`src/rtl/cordic_func_scheduler.sv`:
```
// cordic_func_scheduler
//   Sequences the CORDIC function units. It accepts a function code and two
//   operands, then strobes the one unit that implements that function. It
//   waits for that unit's done, captures its 32-bit result and pulses done.
//   If the unit does not answer within TIMEOUT_CYCLES, or the function code
//   has no unit, the request still completes, with err=1 and result=0.
//
// Ports
//   clk, rst_n    rising-edge clock, synchronous active-low reset
//   start         request pulse, honoured only while busy=0
//   func          4-bit function code, sampled with start
//   op1, op2      signed 16-bit operands, sampled with start
//   unit_done     per-unit done strobe (bit i = unit i)
//   unit_result   packed unit results, unit i at [32i+31:32i]
//   unit_start    one-hot single-cycle start strobe to the selected unit
//   unit_func     registered function code for the units
//   unit_op1/2    registered operands for the units
//   busy          high from accept until completion
//   done          single-cycle completion pulse
//   err           timeout / invalid-function flag, held until next accept
//   result        captured result, held until next accept
module cordic_func_scheduler #(
  parameter int TIMEOUT_CYCLES = 64,
  parameter int NUM_UNITS      = 6
) (
  input  logic                        clk,
  input  logic                        rst_n,
  input  logic                        start,
  input  logic [3:0]                  func,
  input  logic signed [15:0]          op1,
  input  logic signed [15:0]          op2,
  input  logic [NUM_UNITS-1:0]        unit_done,
  input  logic [32*NUM_UNITS-1:0]     unit_result,
  output logic [NUM_UNITS-1:0]        unit_start,
  output logic [3:0]                  unit_func,
  output logic signed [15:0]          unit_op1,
  output logic signed [15:0]          unit_op2,
  output logic                        busy,
  output logic                        done,
  output logic                        err,
  output logic [31:0]                 result
);

  typedef enum logic [2:0] {
    S_IDLE,
    S_ISSUE,
    S_WAIT,
    S_FINISH,
    S_ERROR
  } state_t;

  localparam logic [15:0] CNT_LAST = 16'(TIMEOUT_CYCLES - 1);

  // Returns {valid, unit_index[2:0]} for a function code.
  function automatic logic [3:0] func_to_unit(input logic [3:0] f);
    case (f)
      4'd0, 4'd1: func_to_unit = 4'b1_000;
      4'd2, 4'd3: func_to_unit = 4'b1_001;
      4'd4, 4'd5: func_to_unit = 4'b1_010;
      4'd7:       func_to_unit = 4'b1_011;
      4'd6:       func_to_unit = 4'b1_100;
      4'd8:       func_to_unit = 4'b1_101;
      default:    func_to_unit = 4'b0_000;
    endcase
  endfunction

  state_t                state_q, state_d;
  logic [2:0]            sel_q, sel_d;
  logic [15:0]           cnt_q, cnt_d;
  logic [NUM_UNITS-1:0]  unit_start_q, unit_start_d;
  logic [3:0]            unit_func_q, unit_func_d;
  logic signed [15:0]    unit_op1_q, unit_op1_d;
  logic signed [15:0]    unit_op2_q, unit_op2_d;
  logic                  busy_q, busy_d;
  logic                  done_q, done_d;
  logic                  err_q, err_d;
  logic [31:0]           result_q, result_d;
  logic [3:0]            map;

  always_comb begin
    state_d      = state_q;
    sel_d        = sel_q;
    cnt_d        = cnt_q;
    unit_start_d = '0;
    unit_func_d  = unit_func_q;
    unit_op1_d   = unit_op1_q;
    unit_op2_d   = unit_op2_q;
    busy_d       = busy_q;
    done_d       = 1'b0;
    err_d        = err_q;
    result_d     = result_q;
    map          = func_to_unit(func);

    case (state_q)
      S_IDLE: begin
        if (start) begin
          unit_func_d = func;
          unit_op1_d  = op1;
          unit_op2_d  = op2;
          busy_d      = 1'b1;
          err_d       = 1'b0;
          result_d    = '0;
          sel_d       = map[2:0];
          if (map[3]) begin
            // The strobe is registered here so that it is high during ISSUE.
            unit_start_d[map[2:0]] = 1'b1;
            state_d = S_ISSUE;
          end else begin
            state_d = S_ERROR;
          end
        end
      end
      S_ISSUE: begin
        cnt_d   = '0;
        state_d = S_WAIT;
      end
      S_WAIT: begin
        // A done from the selected unit wins over a timeout in the same cycle.
        if (unit_done[sel_q]) begin
          result_d = unit_result[{sel_q, 5'b0} +: 32];
          err_d    = 1'b0;
          done_d   = 1'b1;
          busy_d   = 1'b0;
          state_d  = S_FINISH;
        end else if (cnt_q == CNT_LAST) begin
          result_d = '0;
          err_d    = 1'b1;
          done_d   = 1'b1;
          busy_d   = 1'b0;
          state_d  = S_FINISH;
        end else begin
          cnt_d = cnt_q + 16'd1;
        end
      end
      S_ERROR: begin
        result_d = '0;
        err_d    = 1'b1;
        done_d   = 1'b1;
        busy_d   = 1'b0;
        state_d  = S_FINISH;
      end
      S_FINISH: begin
        state_d = S_IDLE;
      end
      default: state_d = S_IDLE;
    endcase
  end

  always_ff @(posedge clk) begin
    if (!rst_n) begin
      state_q      <= S_IDLE;
      sel_q        <= '0;
      cnt_q        <= '0;
      unit_start_q <= '0;
      unit_func_q  <= '0;
      unit_op1_q   <= '0;
      unit_op2_q   <= '0;
      busy_q       <= 1'b0;
      done_q       <= 1'b0;
      err_q        <= 1'b0;
      result_q     <= '0;
    end else begin
      state_q      <= state_d;
      sel_q        <= sel_d;
      cnt_q        <= cnt_d;
      unit_start_q <= unit_start_d;
      unit_func_q  <= unit_func_d;
      unit_op1_q   <= unit_op1_d;
      unit_op2_q   <= unit_op2_d;
      busy_q       <= busy_d;
      done_q       <= done_d;
      err_q        <= err_d;
      result_q     <= result_d;
    end
  end

  assign unit_start = unit_start_q;
  assign unit_func  = unit_func_q;
  assign unit_op1   = unit_op1_q;
  assign unit_op2   = unit_op2_q;
  assign busy       = busy_q;
  assign done       = done_q;
  assign err        = err_q;
  assign result     = result_q;

endmodule
```
`config.mk`:
```
export PLATFORM = sky130hd
export DESIGN_NAME = cordic_func_scheduler
export DESIGN_NICKNAME = d
export VERILOG_FILES = /design/src/rtl/cordic_func_scheduler.sv
export SDC_FILE = /design/constraint.sdc
export NUM_CORES = 1
export LEC_CHECK = 0
export CAP_MARGIN = 30
export CORE_AREA = 2 2 122 124
export CTS_CLUSTER_DIAMETER = 60
export DETAILED_ROUTE_END_ITERATION = 6
export DIE_AREA = 0 0 124 126
export PLACE_DENSITY = 0.81
export REMOVE_ABC_BUFFERS = 1
export SLEW_MARGIN = 25
export SYNTH_ARGS = -nofsm -noshare
export SYNTH_HDL_FRONTEND = slang
export SYNTH_SLANG_ARGS = --single-unit
```
`constraint.sdc`:
```
create_clock -name clk -period 3.2 [get_ports clk]
set_input_delay 0.32 -clock clk [delete_from_list [all_inputs] [get_ports clk]]
set_output_delay 0.32 -clock clk [all_outputs]
set_load 0.02 [all_outputs]
```
==> run_results.csv <==
group,metric,value,unit
drt,wirelength,19700,um
final_layout,fillers,1286,
placement,portBuffers,313,
global_routing,grt_max_degree,40,
power,p_leak,3.19,nW
cts,cts_made_buffers,9,
final_layout,syn_to_final_growth,63.6,%
cts,htreeDepth,3,
drt,via_per_inst,5.36,
drt,wire_per_inst,18.2,um
global_routing,grt_pass1_vias,5535,
final_layout,final_cell_area,9070,um^2
sta,clock_skew,6.54,ps
hold_path,hold_path_class,"flop to flop",
drt,drc,0,
sta,whs,458,ps
sta,max-slew-margin-rel,0.431,
floorplan,ios,314,
sta,fin_ws,652,ps
sta,period_minus_slack,2550,ps
global_routing,grt_pass1_wl,29000,um
hold_path,min_path_cells,2,
global_routing,antenna_found_initial,1,
setup_path,regToRegEndpoint,"cnt_q[3]$_SDFFE_PN0P_",
drt,vias,5771,
logic_synthesis,avgSynthCellArea,9.20,um^2
power,ir_drop,0.347,mV
final_layout,layout.nets,1126,
power,power_density,402,nW/um^2
drt,ant_nets,0,
run,maxCapViolations,0,
setup_path,cp_max_fo,21,
logic_synthesis,ys_top_cells_by_area,"dfxtp_1 36%, mux4_2 13%, mux2i_1 6.5%",
sta,hold_viol_final,0,
placement,dpl_worst_slack,606,ps
sta,rsz0062_at_grt,"false",
final_layout,drive_above_1_share,0.0806,
logic_synthesis,yosysWarnings,0,
cts,clock-sinks,99,
global_routing,grt_overflow,0,
sta,worstMarginPinSlew,842,ps
logic_synthesis,synth_cell_types,50,
logic_synthesis,synth-xor-area-share,0,
sta,setup_viol,0,
setup_path,reg2reg_from,"sel_q[1]$_SDFFE_PN0P_",
sta,final-max-slew-violation-count,0,
sta,clock.fmax,393,MHz
cts,cts.clk_slew.worst_paths,70,ps
floorplan,start_util,0.388,
placement,place_congestion,0.853,
cts,clock_latency,350,ps
setup_path,endpoint_kind,"flop",
final_layout,multi_input_area,3190,um^2
logic_synthesis,syn_area,5550,um^2
drt,firstDrtPassIters,5,
placement,placed_cell_area,8780,um^2
logic_synthesis,synth.area.mux_share,0.195,
final_layout,most-common-layout-cells,"312 x clkdlybuf4s50_1, 97 x dfxtp_1, 82 x nand2_1",
floorplan,fp.dieW,124,um
hold_path,holdPathEnd,"unit_func[1]$_SDFFE_PN0P_",
setup_path,required,3480,ps
logic_synthesis,ys_seq_area_frac,0.357,
final_layout,antennaDiodeCount,0,
placement,place_hpwl,14800,um
floorplan,fp.coreArea,14300,um^2
global_routing,grt_usage,0.242,
floorplan,rows,44,
cts,cts_repair_resize_count,0,
final_layout,seqCellArea,1990,um^2
cts,root_buffer,"clkbuf_16",
logic_synthesis,yosys.area_share.simple,0.165,
cts,cts_tree,"built",
logic_synthesis,synth-compound-area-share,0.210,
outcome,status,"finished clean",
logic_synthesis,netlist_instances,603,
setup_path,path_class,"flop to flop",
power,total_power,3.65,mW
hold_path,min_from,"unit_func[1]$_SDFFE_PN0P_",
drt,drtIter0Drc,234,
setup_path,arrival,2830,ps
logic_synthesis,synth_top_area_cell,"dfxtp_1",
floorplan,dieArea,15600,um^2
logic_synthesis,synth_top_family_by_area,"compound AO/OA/AOI/OAI gates",
cts,cts_setup_buffers,0,
logic_synthesis,synthAdderAreaFrac,0.00226,
cts,clockBufferDepth,2,
setup_path,ff2ff_setup_slack,650,ps
setup_path,r2r_cells,5,
sta,fin_crit_sh,0.796,
logic_synthesis,synth_seq_cells,99,
logic_synthesis,yosysTopAreaCellShare,0.357,
sta,setup_tns,0,ps
setup_path,cp-start-kind,"flop",
cts,postCtsHoldBufs,0,
final_layout,final_common_cell,"clkdlybuf4s50_1",
floorplan,fp.dieH,126,um
cells by family (layout without fill, tap and decap cells):
logic type	after synthesis	in the layout
multiplexers	68	68
adder cells (fa/ha/maj)	1	1
AO/OA/AOI/OAI	162	162
flip-flops	99	99
AND/OR/NAND/NOR	182	182
buffers and inverters	91	381
sequential cells by signal, indices dropped and copies added, names as in the netlist:
register,cells
result,32
cnt_q,16
unit_op1,16
unit_op2,16
unit_start,6
unit_func,4
sel_q,3
state_q,3
busy,1
done,1
err,1
Yosys cell counts, drive strengths merged:
cell type and count:
nor2 13, a311o 1, nand3 12, or4 4
mux2i 36, o41a 1, dfxtp 99, nor4 6
a41o 1, a21boi 38, or2 1, clkbuf 26
o31ai 10, nand4 4, o22ai 33, o311ai 9
mux4 32, o41ai 2, a21oi 11, inv 38
buf 27, a22oi 32, o21a 5, nor3 7
o21ai 8, or4bb 1, and3 4, o311a 1
nor2b 34, nand2 82, ha 1, o31a 3
or3 1, nor4b 2, o21bai 1, nand3b 1
nand2b 10, a31oi 4, a211oi 2
where the power goes:
part	switching [mW]	internal, mW
clock	0.531	0.549
sequential	0.0591	1.31
combinational	0.547	0.653
per-layer routing:
layer,track usage,vias to the layer above,part of all wire
met1,0.272,2728,0.38
li1,-,2779,-
met2,0.420,216,0.50
met4,0.104,2,0.033
met3,0.0702,46,0.086
met5,0,-,0.00066
how the worst max path moves through the flow:
| stage | start | endpoint | slack (ps) |
|---|---|---|---|
| after global routing | sel_q[1]$_SDFFE_PN0P_ | cnt_q[5]$_SDFFE_PN0P_ | 360 |
| after global placement | unit_done[2] | cnt_q[3]$_SDFFE_PN0P_ | 620 |
| after CTS | sel_q[1]$_SDFFE_PN0P_ | cnt_q[3]$_SDFFE_PN0P_ | 670 |
| final | sel_q[1]$_SDFFE_PN0P_ | cnt_q[3]$_SDFFE_PN0P_ | 650 |
| after floorplan | sel_q[0]$_SDFFE_PN0P_ | err$_SDFFE_PN0P_ | -1580 |
| after detailed placement | unit_done[3] | cnt_q[3]$_SDFFE_PN0P_ | 610 |
through the flow:
stage                     cells   util
after floorplan             550      -
after global placement     1061  0.613
after detailed placement   1061  0.613
after CTS                  1077  0.634
after global routing       1077  0.634
final                      1077  0.634
critical path, stage by stage, from the launching register on:
cell     delay [ps]
dfxtp_2         570
mux2i_1         250
o22ai_1         200
o41a_1          750
or4_1           570
a21oi_1         140
cell type report:
type	instances	share of cell area
Clock buffer	9	0.0248
Clock inverter	7	0.00745
Inverter	38	0.0157
Multi-Input combinational cell	413	0.351
Sequential cell	99	0.219
Tap cell	184	0.0254
Timing Repair Buffer	327	0.356
Power figures use the tool's default switching activity.
